$ cat src/rtl/reg_file_wr_arb.sv
`default_nettype none
// ============================================================================
// Module   : reg_file_wr_arb
// Purpose  : Two-requester write-port arbiter for the 32x32 register file.
//            Optional build macro RF_WR_ARB_FIXED_PRIO_EN selects fixed priority.
// Revision : 1.0 - initial release
// ============================================================================
module reg_file_wr_arb #(
    parameter int N_REQ     = 2,
    parameter bit X0_FILTER = 1'b1
) (
    input  logic               clk,
    input  logic               rst,
    input  logic [N_REQ-1:0]   req_valid,
    output logic [N_REQ-1:0]   req_ready,
    input  logic [4:0]         req_reg_0,
    input  logic [31:0]        req_data_0,
    input  logic [4:0]         req_reg_1,
    input  logic [31:0]        req_data_1,
    output logic               wr_en,
    output logic [4:0]         wr_reg,
    output logic [31:0]        wr_data,
    output logic               inflight_valid,
    output logic [4:0]         inflight_reg,
    output logic               grant_last
);

    logic [1:0]  w_ready;
    logic        w_transfer;
    logic        w_winner;
    logic [4:0]  w_sel_reg;
    logic [31:0] w_sel_data;

    logic        r_wr_en;
    logic [4:0]  r_wr_reg;
    logic [31:0] r_wr_data;
    logic        r_grant_last;

    // Grant is forced low during reset so no handshake can complete then.
    always_comb begin
        w_ready = 2'b00;
        if (!rst) begin
            case (req_valid)
                2'b01:   w_ready = 2'b01;
                2'b10:   w_ready = 2'b10;
`ifdef RF_WR_ARB_FIXED_PRIO_EN
                2'b11:   w_ready = 2'b01;
`else
                2'b11:   w_ready = r_grant_last ? 2'b01 : 2'b10;
`endif
                default: w_ready = 2'b00;
            endcase
        end
    end

    assign w_transfer = |(req_valid & w_ready);
    assign w_winner   = w_ready[1];
    assign w_sel_reg  = w_winner ? req_reg_1  : req_reg_0;
    assign w_sel_data = w_winner ? req_data_1 : req_data_0;

    always_ff @(posedge clk or posedge rst) begin
        if (rst) begin
            r_wr_en      <= 1'b0;
            r_wr_reg     <= 5'd0;
            r_wr_data    <= 32'd0;
            r_grant_last <= 1'b1;
        end else begin
            r_wr_en <= w_transfer && !(X0_FILTER && (w_sel_reg == 5'd0));
            if (w_transfer) begin
                r_wr_reg     <= w_sel_reg;
                r_wr_data    <= w_sel_data;
                r_grant_last <= w_winner;
            end
        end
    end

    assign req_ready      = w_ready;
    assign wr_en          = r_wr_en;
    assign wr_reg         = r_wr_reg;
    assign wr_data        = r_wr_data;
    assign inflight_valid = r_wr_en;
    assign inflight_reg   = r_wr_reg;
    assign grant_last     = r_grant_last;

`ifndef SYNTHESIS
    a_ready_onehot0 : assert property (@(posedge clk) disable iff (rst)
        $onehot0(req_ready));
    a_ready_needs_valid : assert property (@(posedge clk) disable iff (rst)
        ((req_ready & ~req_valid) == '0));
    a_no_x0_write : assert property (@(posedge clk) disable iff (rst)
        wr_en |-> (!X0_FILTER || (wr_reg != 5'd0)));
    a_wr_en_from_transfer : assert property (@(posedge clk) disable iff (rst)
        wr_en |-> $past(w_transfer));
`endif

endmodule
`default_nettype wire

$ cat config.mk
export PLATFORM = sky130hd
export DESIGN_NAME = reg_file_wr_arb
export DESIGN_NICKNAME = d
export VERILOG_FILES = /design/src/rtl/reg_file_wr_arb.sv
export SDC_FILE = /design/constraint.sdc
export NUM_CORES = 1
export LEC_CHECK = 0
export BUFFER_PORTS_ARGS = -buffer_cell sky130_fd_sc_hd__buf_2
export CAP_MARGIN = 10
export CORE_MARGIN = 1
export CORE_UTILIZATION = 48
export CTS_BUF_LIST = sky130_fd_sc_hd__clkbuf_8
export DETAILED_ROUTE_END_ITERATION = 12
export GPL_TIMING_DRIVEN = 0
export PLACE_DENSITY_LB_ADDON = 0.05
export SYNTH_ARGS = -nofsm -noshare
export SYNTH_HDL_FRONTEND = slang
export SYNTH_SLANG_ARGS = --single-unit
$ cat constraint.sdc
create_clock -name clk -period 2.3 [get_ports clk]
set_input_delay 0.115 -clock clk [delete_from_list [all_inputs] [get_ports clk]]
set_output_delay 0.115 -clock clk [all_outputs]
set_load 0.05 [all_outputs]
# Word-level counts from Yosys, hierarchy flattened

Cells that the tools add are included.

Flip-flop bits (word level): 39
Output and inout bits: 47
Logic and storage cells: 17

Eq/ne operators: 3
Muxes and demuxes: 5
Bitwise gates (word level): 1
Reductions and logical operators: 4

Operator list:

| cell                                                             | number |
|---|---|
| 32-bit 2-to-1 mux                                                | 1 |
| 2-bit one-hot mux with 3 select lines                            | 1 |
| 5-bit logical NOT                                                | 1 |
| 5-bit 2-to-1 mux                                                 | 1 |
| 2-bit == test (second input constant)                            | 2 |
| 2-bit 2-to-1 mux                                                 | 2 |
| 2-bit bitwise AND                                                | 1 |
| 2-bit by 1-bit == test with 1-bit output (second input constant) | 1 |
| 2-bit OR reduction                                               | 1 |
| 1-bit logical AND                                                | 1 |
| 1-bit logical NOT                                                | 1 |

# Logic depth before layout (Yosys ltp)

Word-level depth: 7
Depth in mapped cells: 5

# Worst setup path before layout

OpenSTA, ideal clock, no wires.

Path kind: register to output
From: register r_grant_last (netlist: grant_last)
To: output req_ready[0]
Arrival time: 1855 ps
Required time: 2185 ps
Path slack: 330 ps
Stages on the path, launching flop included: 5
Buffers on the path: 1
Cells stage by stage: dfstp_2 > and2_1 > buf_6 > nor2_2 > nor2_1

Cells in the longest elaborated chain, start to end: 3

RTL lines:

| element                               | line | text |
|---|---|---|
| start: declaration                    | 37   | `logic r_grant_last;` |
| start signal: assignment              | 72   | `r_grant_last <= w_winner;` |
| 2-bit 2-to-1 mux                      | 49   | `2'b11: w_ready = r_grant_last ? 2'b01 : 2'b10;` |
| 2-bit one-hot mux with 3 select lines | 43   | `case (req_valid)` |
| 2-bit 2-to-1 mux                      | 42   | `if (!rst) begin` |
| end: declaration                      | 15   | `output logic [N_REQ-1:0] req_ready,` |

Every way passes these cells.

# Final worst setup path

Same ends and word-level chain as after synthesis.

==> results.md <==
* Worst VDD drop at 438 uV
* M3 GR Usage at 7.09%
* DR pass1 iterations at 4
* Slew @ Worst Pin at 817 ps
* Max Slew Vio Count at 0
* Cells after Synth at 232
* Grt ovf at 0
* Leading area contributor after synthesis: dfrtp_1
* Input/output buffers at 124
* Worst skew pair latency at 290 ps
* CP Capture Type: output port
* Relative slew slack at 45.5%
* Final min period at 1730 ps
* GRT Total Usage at 25.7%
* Fmax achieved at 579 MHz
* Setup tns final at 0 ps
* Largest register FFs at 32
* Worst-case reg-to-reg path depth at 5
* Met1 Use GR at 30.1%
* Initial Utilization at 50.8%
* Vias at 2197
* Synth top cells by count: 38 x dfrtp_1, 35 x o21ai_1, 33 x nand2_1
* I/O pin count at 125
* Ys Warns at 0
* Final worst slack at 574 ps
* Synth async-reset ratio at 100%
* CTS resizes at 0
* Worst setup path class: reg -> out
* Hold_buf cts at 0
* Clock slew at reported path FFs at 80 ps
* Cell row count at 23
* Yosys top cell area share at 45.8%
* CTS max path bufs at 2
* Placed cells at 406
* Busiest grt layer: met2
* Setup-failing EPs final at 0
* CP Max Fanout at 10
* DRT antenna net count at 0
* DRT iter0 DRCs at 116
* Post-Syn Area at 0.00207 sq mm
* RSZ-0062 raised after global routing: false
* DRC at 0
* Num CTS Buffers at 5
* CTS tree: yes
* Count leader, synth: dfrtp_1
* Chip height at 67.7 microns
* Htree depth at 2
* Largest net degree at the start of global routing at 40
* GR Layer Usage met2 at 45.0%
* Post-DP HPWL at 4170 microns
* Post-synth EDFFs at 0
* Postcts setup bufs at 0
* Initial antenna violation count at 0
* Unique cell type count in the Yosys netlist at 27
* Setup Skew at 3.62 ps
* Setup crit start kind: flop
* Final Wtd Congestion at 0.804
* Clock Sinks at 39
* Drt wl/cell at 13.5 microns
* Tightest Hold Check Type: in -> async
* Final net count at 441
* Period utilization at 75.0%
* CORE AREA at 0.00409 sq mm
* Max-cap viol count at 0
* Pre-CTS setup slack at 864 ps
* CTS Root Cell: clkbuf_8
* Die Footprint at 0.00459 sq mm
* Die Wd at 67.7 microns
* Synth area leaders: dfrtp_1 46%, o31ai_1 10%, o21ai_1 8.4%, a21oi_1 7.7%, nand2_1 6.0%
* Routed WL at 5610 microns
* Critical path arrival at 1610 ps
* Synthesized netlist net count at 310
* Final Hold Fails at 0
* Status: finished, final reports clean
* Layout cell share with drive strength beyond 1 at 45.1%
* Static leakage at 1.42 nW
* Syn_area_per_cell at 8.94 sq um
* Register bit count reported by yosys at 39
* Pwr/cell area at 754 mW/mm^2
* Layout area overhead at 36.9%
* Fillers at 353
* Vias in the first global route at 1985
* Global-route wire length before repair at 8760 microns
* Final instance count without filler cells at 414
* Antenna Cells at 0
* Seq/Total Area, Yosys at 47.1%
* Ys flop type: dfrtp_1
* Vias per std cell at 5.31
* Worst path required time at 2180 ps
==> cells in the final DEF, fill, tap and decap left out, types with 3 or more instances in the layout <==
| master | instances |
|---|---|
| nor2_1 | 6 |
| o31ai_2 | 3 |
| clkbuf_1 | 5 |
| nand2_1 | 33 |
| o21ai_1 | 35 |
| nand3_1 | 5 |
| buf_6 | 4 |
| o31ai_1 | 29 |
| clkbuf_8 | 5 |
| a21oi_1 | 32 |
| buf_2 | 134 |
| a31oi_1 | 5 |
| buf_4 | 11 |
| dfrtp_1 | 38 |
==> cell families after synthesis <==
| group | Yosys count | synth area share [%] |
|---|---|---|
| and+or+nand+nor | 52 | 11.0 |
| AOI/OAI and AO/OA | 110 | 32.2 |
| DFF | 39 | 47.1 |
| buffers and inverters | 31 | 9.65 |
==> worst max-delay path, stage by stage (launching register included) <==
cell and delay (ps):
dfstp_2 550, and2_1 180, buf_6 160, nor2_2 60
nor2_1 100, buf_2 270
==> report_power, final <==
group	internal, mW	total [mW]	switching, mW
logic	0.237	0.868	0.631
registers	0.781	0.831	0.0505
clock network	0.204	0.441	0.237
==> metrics by stage <==
stage                     hold WS (ps)  total power [mW]  area, sq um  util, %
after floorplan                    274              1.48         2070        -
after global placement             368              1.71         2760     67.5
after detailed placement           364              1.72         2760     67.5
after CTS                         41.3              2.16         2840     69.5
after global routing              77.2              2.26         2840     69.5
final                             3.81              2.14         2840     69.5
==> per-layer routing <==
metal	vias to the layer above	part of all wire (%)
met4	0	0.45
met2	89	51
met3	2	7.5
met1	1012	41
li1	1094	-
met5	-	0
==> area by class of cell <==
cell class              instances  area, sq um  share of cell area [%]
multi-input cells             162          897                    31.6
plain buffers                  30          196                    6.92
clock inverters                 3         12.5                   0.441
flip-flops and latches         39          977                    34.4
inverters                       1         3.75                   0.132
repair buffers                124          621                    21.9
clock buffers                   5         68.8                    2.42
well taps                      50         62.6                    2.20
==> final timing paths <==
| path | to | slack (ps) | from |
|---|---|---|---|
| worst max register to register | inflight_reg[1]$_DFFE_PP0P_ | 920 | grant_last$_DFFE_PP1P_ |
| worst max-delay path | req_ready[0] | 570 | grant_last$_DFFE_PP1P_ |
| worst min register to register | wr_data[20]$_DFFE_PP0P_ | 480 | wr_data[20]$_DFFE_PP0P_ |
| min in group clk | wr_data[20]$_DFFE_PP0P_ | 70 | req_data_0[20] |
| max in group asynchronous | inflight_reg[1]$_DFFE_PP0P_ | 1770 | rst |
| worst min-delay path | wr_data[24]$_DFFE_PP0P_ | 4 | rst |
(Power assumes the default switching activity.)
